--- src/rtl/instruction_fetch_pkg.sv ---
// Shared encodings for the uDLX instruction fetch stage: FSM states,
// PC next-value selects and the NOP word loaded on a bubble.
package instruction_fetch_pkg;

    typedef enum logic [1:0] {
        S_BOOT = 2'd0,
        S_REQ  = 2'd1,
        S_HOLD = 2'd2
    } fetch_state_e;

    typedef enum logic [1:0] {
        PC_KEEP    = 2'd0,
        PC_SEQ_REQ = 2'd1,
        PC_SEQ_PC  = 2'd2,
        PC_TARGET  = 2'd3
    } pc_sel_e;

    // Wide enough for any instruction width in use; sliced at the top.
    localparam logic [63:0] NOP_INST = '0;

endpackage

--- src/rtl/instruction_fetch_pc_unit.sv ---
// Program counter and outstanding request address: incrementers plus the
// redirect mux. req_addr always loads the same value pc_reg is loading.
module instruction_fetch_pc_unit
    import instruction_fetch_pkg::*;
#(
    parameter int PC_DATA_WIDTH = 20,
    parameter int RESET_PC      = 0,
    parameter int PC_INCREMENT  = 4
) (
    input  logic                     clk,
    input  logic                     rst_n,
    input  logic [1:0]               i_pc_sel,
    input  logic                     i_req_load,
    input  logic [PC_DATA_WIDTH-1:0] i_target,
    output logic [PC_DATA_WIDTH-1:0] o_req_addr,
    output logic [PC_DATA_WIDTH-1:0] o_pc_inc,
    output logic [PC_DATA_WIDTH-1:0] o_req_inc
);

    localparam logic [PC_DATA_WIDTH-1:0] RST_PC = PC_DATA_WIDTH'(RESET_PC);
    localparam logic [PC_DATA_WIDTH-1:0] INC    = PC_DATA_WIDTH'(PC_INCREMENT);

    logic [PC_DATA_WIDTH-1:0] r_pc;
    logic [PC_DATA_WIDTH-1:0] r_req_addr;
    logic [PC_DATA_WIDTH-1:0] w_pc_next;

    // Plain modulo-2^N adds: wrap past the top of memory is intended.
    assign o_pc_inc   = r_pc + INC;
    assign o_req_inc  = r_req_addr + INC;
    assign o_req_addr = r_req_addr;

    always_comb begin
        w_pc_next = r_pc;
        case (i_pc_sel)
            PC_SEQ_REQ: w_pc_next = o_req_inc;
            PC_SEQ_PC:  w_pc_next = o_pc_inc;
            PC_TARGET:  w_pc_next = i_target;
            default:    w_pc_next = r_pc;
        endcase
    end

    always_ff @(posedge clk or negedge rst_n) begin
        if (!rst_n) begin
            r_pc       <= RST_PC;
            r_req_addr <= RST_PC;
        end else begin
            r_pc <= w_pc_next;
            if (i_req_load)
                r_req_addr <= w_pc_next;
        end
    end

endmodule

--- src/rtl/instruction_fetch.sv ---
// uDLX fetch stage: SRAM read handshake FSM, redirect kill flag and the
// one-entry hold buffer used while the hazard unit stalls fetch/decode.
module instruction_fetch
    import instruction_fetch_pkg::*;
#(
    parameter int PC_DATA_WIDTH     = 20,
    parameter int INSTRUCTION_WIDTH = 32,
    parameter int RESET_PC          = 0,
    parameter int PC_INCREMENT      = 4
) (
    input  logic                         clk,
    input  logic                         rst_n,
    input  logic                         stall,
    input  logic                         branch_taken,
    input  logic [PC_DATA_WIDTH-1:0]     branch_target,
    output logic                         inst_mem_rd_en,
    output logic [PC_DATA_WIDTH-1:0]     inst_mem_addr,
    input  logic                         inst_mem_ready,
    input  logic [INSTRUCTION_WIDTH-1:0] inst_mem_data_in,
    output logic [INSTRUCTION_WIDTH-1:0] instruction_out,
    output logic [PC_DATA_WIDTH-1:0]     pc_out,
    output logic                         flush_out
);

    localparam logic [INSTRUCTION_WIDTH-1:0] NOP = NOP_INST[INSTRUCTION_WIDTH-1:0];

    fetch_state_e                   r_state, w_state_next;
    logic                           r_kill, w_kill_next;
    logic [INSTRUCTION_WIDTH-1:0]   r_hold_inst;
    logic                           w_hold_load;
    pc_sel_e                        w_pc_sel;
    logic                           w_req_load;
    logic [PC_DATA_WIDTH-1:0]       w_req_addr, w_pc_inc, w_req_inc;

    instruction_fetch_pc_unit #(
        .PC_DATA_WIDTH (PC_DATA_WIDTH),
        .RESET_PC      (RESET_PC),
        .PC_INCREMENT  (PC_INCREMENT)
    ) u_pc_unit (
        .clk        (clk),
        .rst_n      (rst_n),
        .i_pc_sel   (w_pc_sel),
        .i_req_load (w_req_load),
        .i_target   (branch_target),
        .o_req_addr (w_req_addr),
        .o_pc_inc   (w_pc_inc),
        .o_req_inc  (w_req_inc)
    );

    assign inst_mem_addr = w_req_addr;

    always_comb begin
        w_state_next    = r_state;
        w_kill_next     = r_kill;
        w_hold_load     = 1'b0;
        w_pc_sel        = PC_KEEP;
        w_req_load      = 1'b0;
        inst_mem_rd_en  = 1'b0;
        flush_out       = 1'b1;
        instruction_out = NOP;
        pc_out          = w_pc_inc;
        case (r_state)
            S_BOOT: begin
                w_req_load   = 1'b1;
                w_state_next = S_REQ;
            end
            S_REQ: begin
                inst_mem_rd_en = 1'b1;
                if (!inst_mem_ready) begin
                    // Address must stay put; remember to drop this word.
                    if (branch_taken) begin
                        w_pc_sel    = PC_TARGET;
                        w_kill_next = 1'b1;
                    end
                end else if (r_kill || branch_taken) begin
                    w_kill_next = 1'b0;
                    w_pc_sel    = branch_taken ? PC_TARGET : PC_KEEP;
                    w_req_load  = 1'b1;
                end else begin
                    instruction_out = inst_mem_data_in;
                    pc_out          = w_req_inc;
                    flush_out       = 1'b0;
                    if (stall) begin
                        w_hold_load  = 1'b1;
                        w_state_next = S_HOLD;
                    end else begin
                        w_pc_sel   = PC_SEQ_REQ;
                        w_req_load = 1'b1;
                    end
                end
            end
            S_HOLD: begin
                instruction_out = r_hold_inst;
                flush_out       = 1'b0;
                if (branch_taken) begin
                    flush_out    = 1'b1;
                    w_pc_sel     = PC_TARGET;
                    w_req_load   = 1'b1;
                    w_state_next = S_REQ;
                end else if (!stall) begin
                    w_pc_sel     = PC_SEQ_PC;
                    w_req_load   = 1'b1;
                    w_state_next = S_REQ;
                end
            end
            default: w_state_next = S_BOOT;
        endcase
    end

    always_ff @(posedge clk or negedge rst_n) begin
        if (!rst_n) begin
            r_state     <= S_BOOT;
            r_kill      <= 1'b0;
            r_hold_inst <= '0;
        end else begin
            r_state <= w_state_next;
            r_kill  <= w_kill_next;
            if (w_hold_load)
                r_hold_inst <= inst_mem_data_in;
        end
    end

endmodule

--- config.mk ---
export PLATFORM = sky130hd
export DESIGN_NAME = instruction_fetch
export DESIGN_NICKNAME = d
export VERILOG_FILES = /design/src/rtl/instruction_fetch_pkg.sv /design/src/rtl/instruction_fetch_pc_unit.sv /design/src/rtl/instruction_fetch.sv
export SDC_FILE = /design/constraint.sdc
export NUM_CORES = 1
export LEC_CHECK = 0
export CAP_MARGIN = 20
export CORE_MARGIN = 1.5
export CORE_UTILIZATION = 50
export DETAILED_ROUTE_END_ITERATION = 8
export PLACE_DENSITY = 0.81
export SLEW_MARGIN = 20
export SYNTH_ARGS = -nofsm -noshare
export SYNTH_HDL_FRONTEND = slang
export SYNTH_HIERARCHICAL = 1
export SYNTH_SLANG_ARGS = --single-unit
--- constraint.sdc ---
create_clock -name clk -period 3.2 [get_ports clk]
set_input_delay 0.64 -clock clk [delete_from_list [all_inputs] [get_ports clk]]
set_output_delay 0.64 -clock clk [all_outputs]
set_load 0.005 [all_outputs]
Word level (Yosys, flattened, before mapping)
Index checks and enable logic that the tools add are counted.
- $add $sub $neg: 2
- eq/ne operators: 10
- mux-type cells: 37
- reduce and logical (&&, ||, !) cells: 5
- operator list (kind ; number):
    32-bit 2-to-1 mux ; 2
    32-bit one-hot mux with 2 select lines ; 1
    20-bit 2-to-1 mux ; 3
    20-bit one-hot mux with 3 select lines ; 1
    20-bit by 3-bit adder with 20-bit output, second input constant ; 2
    2-bit 2-to-1 mux ; 10
    1-bit 2-to-1 mux ; 16
    2-bit equality test, second input constant ; 3
    2-bit inequality test, second input constant ; 3
    2-bit one-hot mux with 3 select lines ; 1
    2-bit by 1-bit equality test with 1-bit output, second input constant ; 2
    2-bit one-hot mux with 2 select lines ; 1
    4-bit AND reduction ; 1
    3-bit inequality test, second input constant ; 1
    1-bit one-hot mux with 3 select lines ; 1
    3-bit AND reduction ; 1
    2-bit logical NOT ; 1
    2-bit by 1-bit inequality test with 1-bit output, second input constant ; 1
    1-bit one-hot mux with 2 select lines ; 1
    2-bit nonzero test ; 1
    1-bit logical OR ; 1
- register bits after elaboration: 75
- input port bits: 57
- output and inout bits: 74

Logic depth before layout (Yosys ltp)
Gate-level depths: netlist (run 1).
- depth after elaboration: 6
- depth in mapped cells: 13

Cells and area by module
Netlist (run 1), hierarchy kept.
- modules (own cells, without submodules) (module ; instances ; cells an instance ; area an instance (sq um) ; sequential area each (sq um)):
    instruction_fetch_pc_unit ; 1 ; 310 ; 2897.8 ; 1001.0
    instruction_fetch ; 1 ; 202 ; 2346.0 ; 875.8

Worst setup path after synthesis (run 1)
OpenSTA, ideal clock, no wires.
- kind: reg-to-reg
- start point: reg r_state[0]
- end point: reg u_pc_unit.r_req_addr[16] (netlist: u_pc_unit/o_req_addr[16])
- setup time: 129 ps
- arrival time: 2540 ps
- required time: 3071 ps
- slack: 531 ps
- stages on the path, launching flop included: 13
- clock period less this slack: 2669 ps
- path through: dfrtp_1 > inv_1 > ha_1 > clkbuf_1 > buf_2 > a22oi_1 > nor2b_1 > buf_2 > nand3_1 > nor4_1 > xnor2_1 > o21ai_1 > a2111o_1
- word-level cells in the longest chain between the ends: 4
- elaborated cells on any way between the ends: 9
- RTL lines (element ; RTL line ; RTL):
    start, declared ; instruction_fetch.sv:27 ; fetch_state_e r_state, w_state_next;
    start signal, assigned ; instruction_fetch.sv:116 ; r_state <= w_state_next;
    2-bit equality test or 2-bit by 1-bit equality test with 1-bit output (tied branches) ; instruction_fetch.sv:62 ; case (r_state)
    2-bit one-hot mux with 2 select lines * ; instruction_fetch.sv:62 ;
    via w_pc_sel[1] ; instruction_fetch.sv:31 ; pc_sel_e w_pc_sel;
    2-bit equality test or 2-bit by 1-bit equality test with 1-bit output (tied branches) ; instruction_fetch_pc_unit.sv:34 ; case (i_pc_sel)
    20-bit one-hot mux with 3 select lines * ; instruction_fetch_pc_unit.sv:34 ;
    end signal, assigned ; instruction_fetch_pc_unit.sv:49 ; r_req_addr <= w_pc_next;
    end, declared ; instruction_fetch_pc_unit.sv:24 ; logic [PC_DATA_WIDTH-1:0] r_req_addr;
Mark *: on every way through the listed nets, which the timed path passes. The rest lies on a longest branch.
A chain may end at the register's enable or synchronous reset.

Worst setup path after layout (run 1)
- start point: in branch_taken
- end point: out pc_out[2]
- word-level cells in the longest chain between the ends: 4
- RTL lines (element ; RTL line ; RTL):
    start, declared ; instruction_fetch.sv:14 ; input logic branch_taken,
    1-bit logical OR ; instruction_fetch.sv:75 ; end else if (r_kill || branch_taken) begin
    20-bit 2-to-1 mux ; instruction_fetch.sv:75 ;
    20-bit 2-to-1 mux ; instruction_fetch.sv:69 ; if (!inst_mem_ready) begin
    20-bit 2-to-1 mux ; instruction_fetch.sv:62 ;
    end, declared ; instruction_fetch.sv:21 ; output logic [PC_DATA_WIDTH-1:0] pc_out,
No other way between the ends.

==> impl_metrics.env, run 1 <==
export IMPL_status="finished, final reports clean"
export IMPL_slowest_stage="clkdlybuf4s50_1"
export IMPL_cts_tree="built"
export IMPL_critPathTopFamily="buffers and inverters"
export IMPL_multi_input_comb_area_sq_um=3210
export IMPL_seq_power_share_pct=32.1
export IMPL_die_h_um=105
export IMPL_use_met1_pct=32.5
export IMPL_crit_path_end_kind="primary output"
export IMPL_cp_start_kind="input pin"
export IMPL_clk_path_buf_depth=2
export IMPL_detail_route_wl_per_cell_um=17.5
export IMPL_fin_skew_ns=0.00981
export IMPL_placed_area_sq_um=6820
export IMPL_internal_power_mw=3.65
export IMPL_io_pins=131
export IMPL_drt_first_pass_iters=5
export IMPL_crit_type="in -> out"
export IMPL_comb_power_share_pct=55.2
export IMPL_htree_levels=3
export IMPL_cp_arrival_ns=2.52
export IMPL_via_count=4541
export IMPL_synthSimpleGateAreaFrac_pct=20.7
export IMPL_cp_required_ns=2.56
export IMPL_p_switching_mw=2.34
export IMPL_grt_pass1_wl_um=23000
export IMPL_first_global_vias=4613
export IMPL_rsz0062_at_grt="false"
export IMPL_syn_cell_area_sq_um=5240
export IMPL_areaGrowthSynthToFinish_pct=37.1
export IMPL_synth_edf_count=0
export IMPL_finalSetupViolations=0
export IMPL_cts_root_buf="clkbuf_8"
export IMPL_register_area_sq_um=1890
export IMPL_wl_um=14000
export IMPL_yosys_warnings=6
export IMPL_met3_usage_pct=4.89
export IMPL_yosysMostFrequentCell="dfrtp_1"
export IMPL_dp_slack_ns=0.0578
export IMPL_vias_per_cell=5.68
export IMPL_insertedDiodeCount=0
export IMPL_gp_congestion=0.923
export IMPL_yosys_area_top_type="dfrtp_1"
export IMPL_tightest_slew_ns=0.961
export IMPL_async_flop_share_pct=100
export IMPL_path_common_cell="clkdlybuf4s50_1"
export IMPL_synthDominantCellAreaShare_pct=35.8
export IMPL_grtUsageMet2_pct=43.7
export IMPL_die_x_um=105
export IMPL_synth_seq_area_share_pct=35.8
export IMPL_slowest_delay_ns=0.45
export IMPL_path_max_fanout=31
export IMPL_synth_common_cells="dfrtp_1 (75), nor2b_1 (35), a22oi_1 (34), nor2_1 (34), nand2_1 (33)"
export IMPL_sw_frac_of_total_pct=39.1
export IMPL_clkPwrFrac_pct=12.7
export IMPL_ir_drop_mv=0.320
export IMPL_period_share_pct=98.6
export IMPL_portBuffers=130
export IMPL_drtAntennaViolNets=0
export IMPL_synth_area_leaders="dfrtp_1 (36%), mux2_4 (8.9%), mux2_2 (6.2%), a22oi_1 (4.9%), nor2b_1 (4.2%)"
export IMPL_muxShareOfSynthArea_pct=18.1
export IMPL_maxCapViolCount=0
export IMPL_syn_nets=575
export IMPL_synth_fa_ha_area_share_pct=1.43
export IMPL_clk_latency_ns=0.36
export IMPL_fillerInstances=753
export IMPL_ys_flop_type="dfrtp_1"
export IMPL_max_freq_mhz=317
export IMPL_nets=722
export IMPL_avgSynthCellArea_sq_um=10.2
export IMPL_grt_max_degree=76
export IMPL_setup_ws_ns=0.0435
export IMPL_synth_top_family_by_area="simple AND/OR/NAND/NOR gates"
export IMPL_final_hold_violation_count=0
export IMPL_antenna_found_initial=0
export IMPL_postSynthCellCount=512
export IMPL_worst_path_buf_inv=3
export IMPL_initial_core_util_pct=51.3
export IMPL_synth_distinct_cells=68
export IMPL_core_sq_um=10200
export IMPL_synth_compound_area_share_pct=12.9
export IMPL_p_leak_nw=2.95
export IMPL_tns_ns=0
export IMPL_drt_drc_violations_left=0
export IMPL_crit_chain="clkdlybuf4s50_1 -> and4bb_2 -> buf_12 -> mux2_2 -> clkdlybuf4s50_1"
export IMPL_cts_sink_count=75
export IMPL_hold_path_class="in -> async"
export IMPL_powerDensity_nw_per_um2=833
export IMPL_slew_headroom_pct=36.0
export IMPL_stdcell_area_sq_um=7190
export IMPL_drive_above_1_share_pct=25.8
export IMPL_hpwl_um=10000
export IMPL_path_clk_slew_ns=0.08
export IMPL_maxSlewViolCount=0
export IMPL_track_usage_pct=25.9
export IMPL_grt_overflow=0
export IMPL_die_area_sq_um=11100
export IMPL_ys_ff_latch=75
export IMPL_cts_buffers=9
export IMPL_min_period_ns=3.16
export IMPL_top_usage_layer="met2"
export IMPL_yosys_area_share_xor_xnor_pct=6.51
export IMPL_drt_iter0_markers=165
export IMPL_rows=37
## worst reg2reg max path, delay by kind of cell, from the launching register on
family                     cells  cell delay [ns]
buffers and inverters          3             0.76
AOI/OAI and AO/OA              2             0.27
DFF                            1             0.42
xor gates and xnor gates       1             0.17
adders and majority gates      1             0.15
and+or+nand+nor                3             0.55
muxes                          1             0.27
## routing by layer
metal | vias up | wire [um]
met2 | 174 | 6910
met5 | - | 0
li1 | 2141 | -
met3 | 24 | 844
met1 | 2202 | 5990
met4 | 0 | 287
## layout make-up
class / count / area share, %
Clock inverter: 7 / 1.06
Clock buffer: 9 / 1.72
Multi-Input combinational cell: 387 / 44.6
Tap cell: 136 / 2.37
Inverter: 14 / 0.731
Timing Repair Buffer: 172 / 23.2
Sequential cell: 75 / 26.4
## worst paths after layout
| kind | start | endpoint | slack, ns | cells after the start |
|---|---|---|---|---|
| min reg2reg | r_hold_inst[23] | r_hold_inst[23] | 0.52 | 1 |
| min | rst_n | u_pc_unit/r_pc[6] | 0.43 | 1 |
| max in group asynchronous | rst_n | u_pc_unit/r_pc[5] | 2.11 | 1 |
| min in group clk | r_hold_inst[23] | r_hold_inst[23] | 0.52 | 1 |
| max reg2reg | r_state[0] | u_pc_unit/o_req_addr[15] | 0.49 | 11 |
| max | branch_taken | pc_out[2] | 0.04 | 5 |
## through the flow
stage | util, % | std cells | total power, mW | hold WS, ns
2_1_floorplan | - | 512 | 3.76 | 0.344
3_3_place_gp | 66.7 | 776 | 4.99 | 0.491
3_5_place_dp | 66.7 | 776 | 5.11 | 0.493
4_1_cts | 69.2 | 794 | 5.92 | 0.451
5_1_grt | 70.3 | 800 | 6.35 | 0.517
6_report | 70.3 | 800 | 5.99 | 0.432
## sequential cells by signal, indices dropped and copies added, names as in the netlist
register,cells
u_pc_unit/r_pc,20
r_kill,1
r_hold_inst,32
r_state,2
u_pc_unit/o_req_addr,20
## cells in the final DEF, fill, tap and decap left out, types with 3 or more instances in the layout
cell             instances
nand3_1                 15
nor3_1                   6
nand4_4                  4
nor4_4                   6
clkbuf_8                 9
clkdlybuf4s50_1        129
a31oi_1                  3
mux2_2                  29
xnor2_1                 20
buf_4                   39
nor2_1                  33
ha_1                     4
nor4_2                   3
nand2b_1                 6
a21oi_1                 14
inv_1                   13
and3_1                   4
dfrtp_2                 14
nor2b_1                 34
nand3_2                  3
o211ai_1                 3
dfrtp_1                 61
xor2_1                  18
mux2_4                  31
nand2_1                 33
nand4_1                  6
or2_2                    3
o21ai_1                  4
a22oi_1                 34
mux2i_1                 11
o21ai_0                  8
buf_12                   4
nor4_1                   4
## cells by family after synthesis
logic type / count (synthesis)
compound gates: 93
xor+xnor: 39
fa+ha+maj: 6
buf+inv: 50
flops: 75
mux: 73
simple gates: 176
## repair_timing
action                     CTS  global route
gates resized for setup     12            14
setup buffers                2             6
setup endpoints to repair    6             8
pin swaps                    1             4
hold buffers                 0             0
## power groups by stage
stage / combinational (mW) / clock [mW] / sequential, mW
2_1_floorplan: 1.99 / 0 / 1.77
3_3_place_gp: 3.12 / 0 / 1.87
3_5_place_dp: 3.22 / 0 / 1.89
4_1_cts: 3.25 / 0.772 / 1.90
5_1_grt: 3.56 / 0.808 / 1.98
6_report: 3.31 / 0.760 / 1.92
No activity file was read; power rests on OpenSTA's default activity.
==> run 2, diff against run 1 <==
--- a/config.mk
+++ b/config.mk
@@ -9,7 +9,7 @@
 export CORE_MARGIN = 1.5
 export CORE_UTILIZATION = 50
 export DETAILED_ROUTE_END_ITERATION = 8
-export PLACE_DENSITY = 0.81
+export DONT_BUFFER_PORTS = 1
 export SLEW_MARGIN = 20
 export SYNTH_ARGS = -nofsm -noshare
 export SYNTH_HDL_FRONTEND = slang
==> run 2 against run 1 <==
  * Register-to-register slack better by 0.10 ns
  * Critical path type is now reg -> out
  * Utilization down 15 points
  * Largest cell class unchanged
  * Via count down 15%
  * Die area unchanged
  * Cell count down 19%
==> impl_metrics.env, run 2 (synthesis gave the netlist of run 1 again) <==
export IMPL_status="finished, final reports clean"
export IMPL_crit_type="reg -> out"
export IMPL_met3_length_um=805
export IMPL_cp_required_ns=2.56
export IMPL_detail_route_wl_per_cell_um=19.6
export IMPL_drive_above_1_share_pct=25.0
export IMPL_critical_path_endpoint="pc_out[18]"
export IMPL_hpwl_um=8830
export IMPL_wl_met1_um=5650
export IMPL_crit_path_end_kind="primary output"
export IMPL_timing_rr_end="u_pc_unit/o_req_addr[19]"
export IMPL_gp_congestion=0.882
export IMPL_grt_pass1_wl_um=20700
export IMPL_sw_frac_of_total_pct=41.8
export IMPL_r2r_start="r_state[1]"
export IMPL_powerDensity_nw_per_um2=909
export IMPL_final_hold_violation_count=0
export IMPL_fin_skew_ns=0.0180
export IMPL_finalSetupViolations=0
export IMPL_hold_path_class="in -> async"
export IMPL_largest_reg_flops=32
export IMPL_insertedDiodeCount=0
export IMPL_rows=37
export IMPL_die_area_sq_um=11100
export IMPL_max_freq_mhz=335
export IMPL_min_period_ns=2.98
export IMPL_slew_headroom_pct=49.8
export IMPL_ir_drop_mv=0.316
export IMPL_wl_um=12700
export IMPL_clk_path_buf_depth=2
export IMPL_die_h_um=105
export IMPL_whs_ns=0.167
export IMPL_slowest_stage="dfrtp_1"
export IMPL_vias_per_cell=5.98
export IMPL_tightest_slew_ns=0.734
export IMPL_layout_common_cells="dfrtp_1 (75), a22oi_1 (34), nor2b_1 (34), nor2_1 (34), nand2_1 (33)"
export IMPL_antenna_found_initial=0
export IMPL_via_count=3873
export IMPL_clk_latency_ns=0.35
export IMPL_initial_core_util_pct=51.3
export IMPL_grt_max_degree=76
export IMPL_period_share_pct=93.3
export IMPL_r2r_setup_slack_ns=0.59
export IMPL_cp_start_kind="flip-flop"
export IMPL_path_clk_slew_ns=0.09
export IMPL_cts_tree="built"
export IMPL_seq_power_share_pct=37.9
export IMPL_cts_sink_count=75
export IMPL_p_switching_mw=2.14
export IMPL_crit_chain="ha_1 -> nand3_2 -> nor4_2 -> buf_4 -> xor2_1 -> mux2_2"
export IMPL_path_max_fanout=7
export IMPL_cts_buffers=9
export IMPL_slowest_delay_ns=0.49
export IMPL_dr_max_layer_used="met4"
export IMPL_p_leak_nw=2.36
export IMPL_io_pins=131
export IMPL_crit_start="u_pc_unit/o_req_addr[3]"
export IMPL_htree_levels=3
export IMPL_track_usage_pct=23.6
export IMPL_r2r_cells=12
export IMPL_maxCapViolCount=0
export IMPL_clkPwrFrac_pct=14.7
export IMPL_cts_root_buf="clkbuf_8"
export IMPL_internal_power_mw=2.97
export IMPL_comb_power_share_pct=47.4
export IMPL_drt_drc_violations_left=0
export IMPL_grt_overflow=0
export IMPL_nets=570
export IMPL_maxSlewViolCount=0
export IMPL_final_common_cell="dfrtp_1"
export IMPL_regMostFlops="r_hold_inst"
export IMPL_drt_first_pass_iters=5
export IMPL_cp_arrival_ns=2.34
export IMPL_core_sq_um=10200
export IMPL_first_global_vias=3877
export IMPL_die_x_um=105
export IMPL_drtAntennaViolNets=0
export IMPL_wl_met2_um=6160
export IMPL_portBuffers=0
export IMPL_tns_ns=0
export IMPL_rsz0062_at_grt="false"
export IMPL_areaGrowthSynthToFinish_pct=7.16
export IMPL_drt_iter0_markers=216
-- run 2: changes by cell type in the layout (fill, tap and decap cells not counted), moves of 2 or more --
| cell | previous run | this run |
|---|---|---|
| buf_12 | 4 | 1 |
| buf_4 | 39 | 18 |
| clkdlybuf4s50_1 | 129 | 0 |
| dfrtp_1 | 61 | 75 |
| dfrtp_2 | 14 | 0 |
| ha_1 | 4 | 6 |
| ha_2 | 2 | 0 |
| nand4_2 | 0 | 2 |
| nand4_4 | 4 | 2 |
| nor4_2 | 3 | 5 |
| nor4_4 | 6 | 4 |
-- run 2: cell type report --
class	count	area, sq um
Clock buffer	9	124
Fill cell	909	4610
Clock inverter	7	73.8
Inverter	14	52.6
Tap cell	136	170
Multi-Input combinational cell	387	3140
Timing Repair Buffer	20	183
Sequential cell	75	1880
-- run 2: worst min-delay path by stage --
stage / start / to / slack (ns) / cells after the start
6_report: rst_n / u_pc_unit/r_pc[1] / 0.17 / 1
5_1_grt: rst_n / u_pc_unit/r_pc[1] / 0.18 / 1
4_1_cts: rst_n / u_pc_unit/r_pc[1] / 0.18 / 1
3_5_place_dp: rst_n / u_pc_unit/r_pc[1] / 0.35 / 0
3_3_place_gp: rst_n / u_pc_unit/r_pc[1] / 0.35 / 0
2_1_floorplan: rst_n / r_hold_inst[0] / 0.34 / 0
-- run 2: power groups by stage --
stage | Combinational, mW | Sequential [mW] | Clock, mW
global route | 2.65 | 2.01 | 0.817
global placement | 2.34 | 1.93 | 0
floorplan | 1.99 | 1.77 | 0
finish | 2.42 | 1.94 | 0.751
CTS | 2.43 | 1.93 | 0.773
detailed placement | 2.40 | 1.93 | 0
-- run 2: worst max-delay path: cells and delay by family, from the launching register on --
| family | cells | cell delay [ns] |
|---|---|---|
| xor+xnor | 1 | 0.22 |
| fa+ha+maj | 1 | 0.27 |
| buf+inv | 1 | 0.18 |
| flops | 1 | 0.49 |
| mux | 1 | 0.21 |
| simple gates | 2 | 0.63 |
-- run 2: per-layer routing --
metal  GRT usage, %  vias to the layer above
met3           5.19                        7
met1           31.4                     1914
met2           39.2                      118
li1               -                     1834
met5              0                        -
met4           5.48                        0
-- run 2: repair_timing --
action	in CTS	in global routing
endpoints found under the hold margin	75	0
setup endpoints to repair	0	1
hold buffers	1	0
resized for setup	0	1
buffers inserted	0	0
-- run 2: through the flow --
stage               setup WS [ns]  util, %  cells  power [mW]  cell area (sq um)
floorplan                   0.531        -    512        3.76               5240
global placement            0.496     52.7    631        4.27               5390
detailed placement          0.536     52.7    631        4.34               5390
CTS                         0.114     54.9    648        5.13               5610
global route               0.0683     54.9    648        5.47               5620
finish                      0.215     54.9    648        5.11               5620
==> run 3, diff against run 2 <==
--- a/config.mk
+++ b/config.mk
@@ -5,11 +5,15 @@
 export SDC_FILE = /design/constraint.sdc
 export NUM_CORES = 1
 export LEC_CHECK = 0
+export ABC_AREA = 1
 export CAP_MARGIN = 20
+export CELL_PAD_IN_SITES_DETAIL_PLACEMENT = 0
+export CELL_PAD_IN_SITES_GLOBAL_PLACEMENT = 1
 export CORE_MARGIN = 1.5
-export CORE_UTILIZATION = 50
+export CORE_UTILIZATION = 45
 export DETAILED_ROUTE_END_ITERATION = 8
 export DONT_BUFFER_PORTS = 1
+export PLACE_DENSITY_LB_ADDON = 0.1
 export SLEW_MARGIN = 20
 export SYNTH_ARGS = -nofsm -noshare
 export SYNTH_HDL_FRONTEND = slang
==> run 3 against run 2 <==
  * Area after synthesis decreased by 4.1%
  * First-iteration DRC count grew 29%
  * Flip-flop and latch count is the same
  * Combinational power grew 9.1%
  * Setup slack better by 0.10 ns
  * Highest routed layer unchanged
==> impl_metrics.env, run 3 <==
export IMPL_status="finished, final reports clean"
export IMPL_syn_cell_area_sq_um=5030
export IMPL_dr_max_layer_used="met4"
export IMPL_maxCapViolCount=0
export IMPL_die_x_um=109
export IMPL_synth_common_cells="nand2_1 (339), dfrtp_1 (75), inv_1 (56)"
export IMPL_drive_above_1_share_pct=8.18
export IMPL_via_count=4737
export IMPL_layout_common_cells="nand2_1 (339), dfrtp_1 (75), inv_1 (56)"
export IMPL_antenna_found_initial=0
export IMPL_max_freq_mhz=347
export IMPL_drtAntennaViolNets=0
export IMPL_tns_ns=0
export IMPL_die_area_sq_um=11800
export IMPL_stdcell_count=898
export IMPL_cp_start_kind="flip-flop"
export IMPL_io_pins=131
export IMPL_async_flop_share_pct=100
export IMPL_min_period_ns=2.88
export IMPL_regMostFlops="r_hold_inst"
export IMPL_cts_tree="built"
export IMPL_r2r_cells=14
export IMPL_rsz0062_at_grt="false"
export IMPL_areaGrowthSynthToFinish_pct=5.52
export IMPL_power_mw=5.18
export IMPL_crit_path_end_kind="primary output"
export IMPL_ir_drop_mv=0.452
export IMPL_initial_core_util_pct=46.2
export IMPL_yosys_area_top_type="dfrtp_1"
export IMPL_period_share_pct=90.1
export IMPL_gp_congestion=0.854
export IMPL_track_usage_pct=26.2
export IMPL_powerDensity_nw_per_um2=976
export IMPL_hold_path_class="in -> async"
export IMPL_p_leak_nw=2.54
export IMPL_hpwl_um=10500
export IMPL_postSynthCellCount=762
export IMPL_drt_iter0_markers=278
export IMPL_die_h_um=109
export IMPL_synth_edf_count=0
export IMPL_synth_distinct_cells=37
export IMPL_path_clk_slew_ns=0.09
export IMPL_grt_pass1_wl_um=23500
export IMPL_met3_length_um=1370
export IMPL_cts_setup_buffers=0
export IMPL_cts_root_buf="clkbuf_8"
export IMPL_largest_reg_flops=32
export IMPL_wl_met1_um=6180
export IMPL_vias_per_cell=5.28
export IMPL_final_common_cell="nand2_1"
export IMPL_grt_overflow=0
export IMPL_ys_ff_latch=75
export IMPL_yosysMostFrequentCell="nand2_1"
export IMPL_cts_sink_count=75
export IMPL_cts_buffers=9
export IMPL_final_hold_violation_count=0
export IMPL_wl_um=14700
export IMPL_portBuffers=0
export IMPL_nets=816
export IMPL_drt_first_pass_iters=5
export IMPL_synth_seq_area_share_pct=37.3
export IMPL_yosys_warnings=6
export IMPL_cp_required_ns=2.56
export IMPL_syn_nets=825
export IMPL_grt_max_degree=76
export IMPL_synth_area_leaders="dfrtp_1 (37%), nand2_1 (25%), nand3_1 (4.8%), inv_1 (4.2%), a21oi_1 (3.6%)"
export IMPL_insertedDiodeCount=0
export IMPL_finalSetupViolations=0
export IMPL_crit_type="reg -> out"
export IMPL_first_global_vias=4638
export IMPL_cp_arrival_ns=2.24
export IMPL_drt_drc_violations_left=0
export IMPL_wl_met2_um=6920
export IMPL_clk_path_buf_depth=2
export IMPL_ys_flop_type="dfrtp_1"
export IMPL_fin_util_pct=48.7
export IMPL_path_max_fanout=38
export IMPL_placed_cells=881
export IMPL_fin_skew_ns=0.0123
export IMPL_avgSynthCellArea_sq_um=6.60
export IMPL_htree_levels=3
export IMPL_slew_headroom_pct=60.4
export IMPL_clk_latency_ns=0.38
export IMPL_rows=38
export IMPL_maxSlewViolCount=0
export IMPL_whs_ns=0.147
export IMPL_detail_route_wl_per_cell_um=16.4
export IMPL_tightest_slew_ns=0.594
export IMPL_core_sq_um=10900
export IMPL_synthDominantCellAreaShare_pct=37.3
run 3: layer usage:
layer	GRT usage (%)	vias up
met5	0	-
met4	8.36	0
met3	8.67	21
met2	43.5	180
met1	32.1	2151
li1	-	2385
run 3: worst max-delay path, stage by stage, from the launching register on:
cell     delay (ns)
dfrtp_1        0.42
inv_1          0.09
ha_1           0.29
nand2_1        0.12
inv_2          0.09
nand2_2        0.07
inv_4          0.34
buf_4          0.27
nand2_1        0.07
nand2_1        0.08
run 3: final timing paths:
check / start / end / slack, ns
setup / recovery: r_state[1] / pc_out[6] / 0.32
hold / removal: rst_n / r_state[0] / 0.15
setup reg to reg: r_state[0] / u_pc_unit/o_req_addr[5] / 0.59
hold reg to reg: r_hold_inst[15] / r_hold_inst[15] / 0.49
max in group asynchronous: rst_n / u_pc_unit/r_pc[14] / 2.74
min in group clk: inst_mem_data_in[2] / r_hold_inst[2] / 0.39
run 3: layout make-up:
type	instances	area [sq um]
fill	1163	5580
tap	140	175
timing repair buffer	15	133
clock inverter	6	47.5
clock buffer	10	138
multi-input combinational	592	2710
sequential	75	1880
inverter	60	228
run 3: cell families (layout without fill, tap and decap cells):
group           count (synthesis)  after routing  share of synthesized area [%]
flops                          75             75                           37.3
compound gates                 99             99                           10.5
fa+ha+maj                       6              6                           1.49
simple gates                  476            476                           39.9
xor+xnor                       11             11                           1.92
buf+inv                        95             91                           8.88
run 3: report_power, final:
part           internal (mW)  total (mW)  switching, mW  leakage (nW)
clock                  0.311       0.717          0.407        0.0937
sequential              1.39        1.82          0.433         0.934
combinational          0.888        2.64           1.75          1.52
total                   2.59        5.18           2.59          2.54
run 3: through the flow:
step	setup slack [ns]	area, sq um
2_1_floorplan	1.01	5030
5_1_grt	0.0779	5310
3_5_place_dp	0.528	5090
6_report	0.315	5310
4_1_cts	0.0710	5310
3_3_place_gp	0.571	5090
run 3: repair_timing:
item | in CTS | in global routing
hold endpoints to repair | 75 | 0
hold buffers | 1 | 0
endpoints found under the setup margin | 0 | 17
resized for setup | 0 | 1
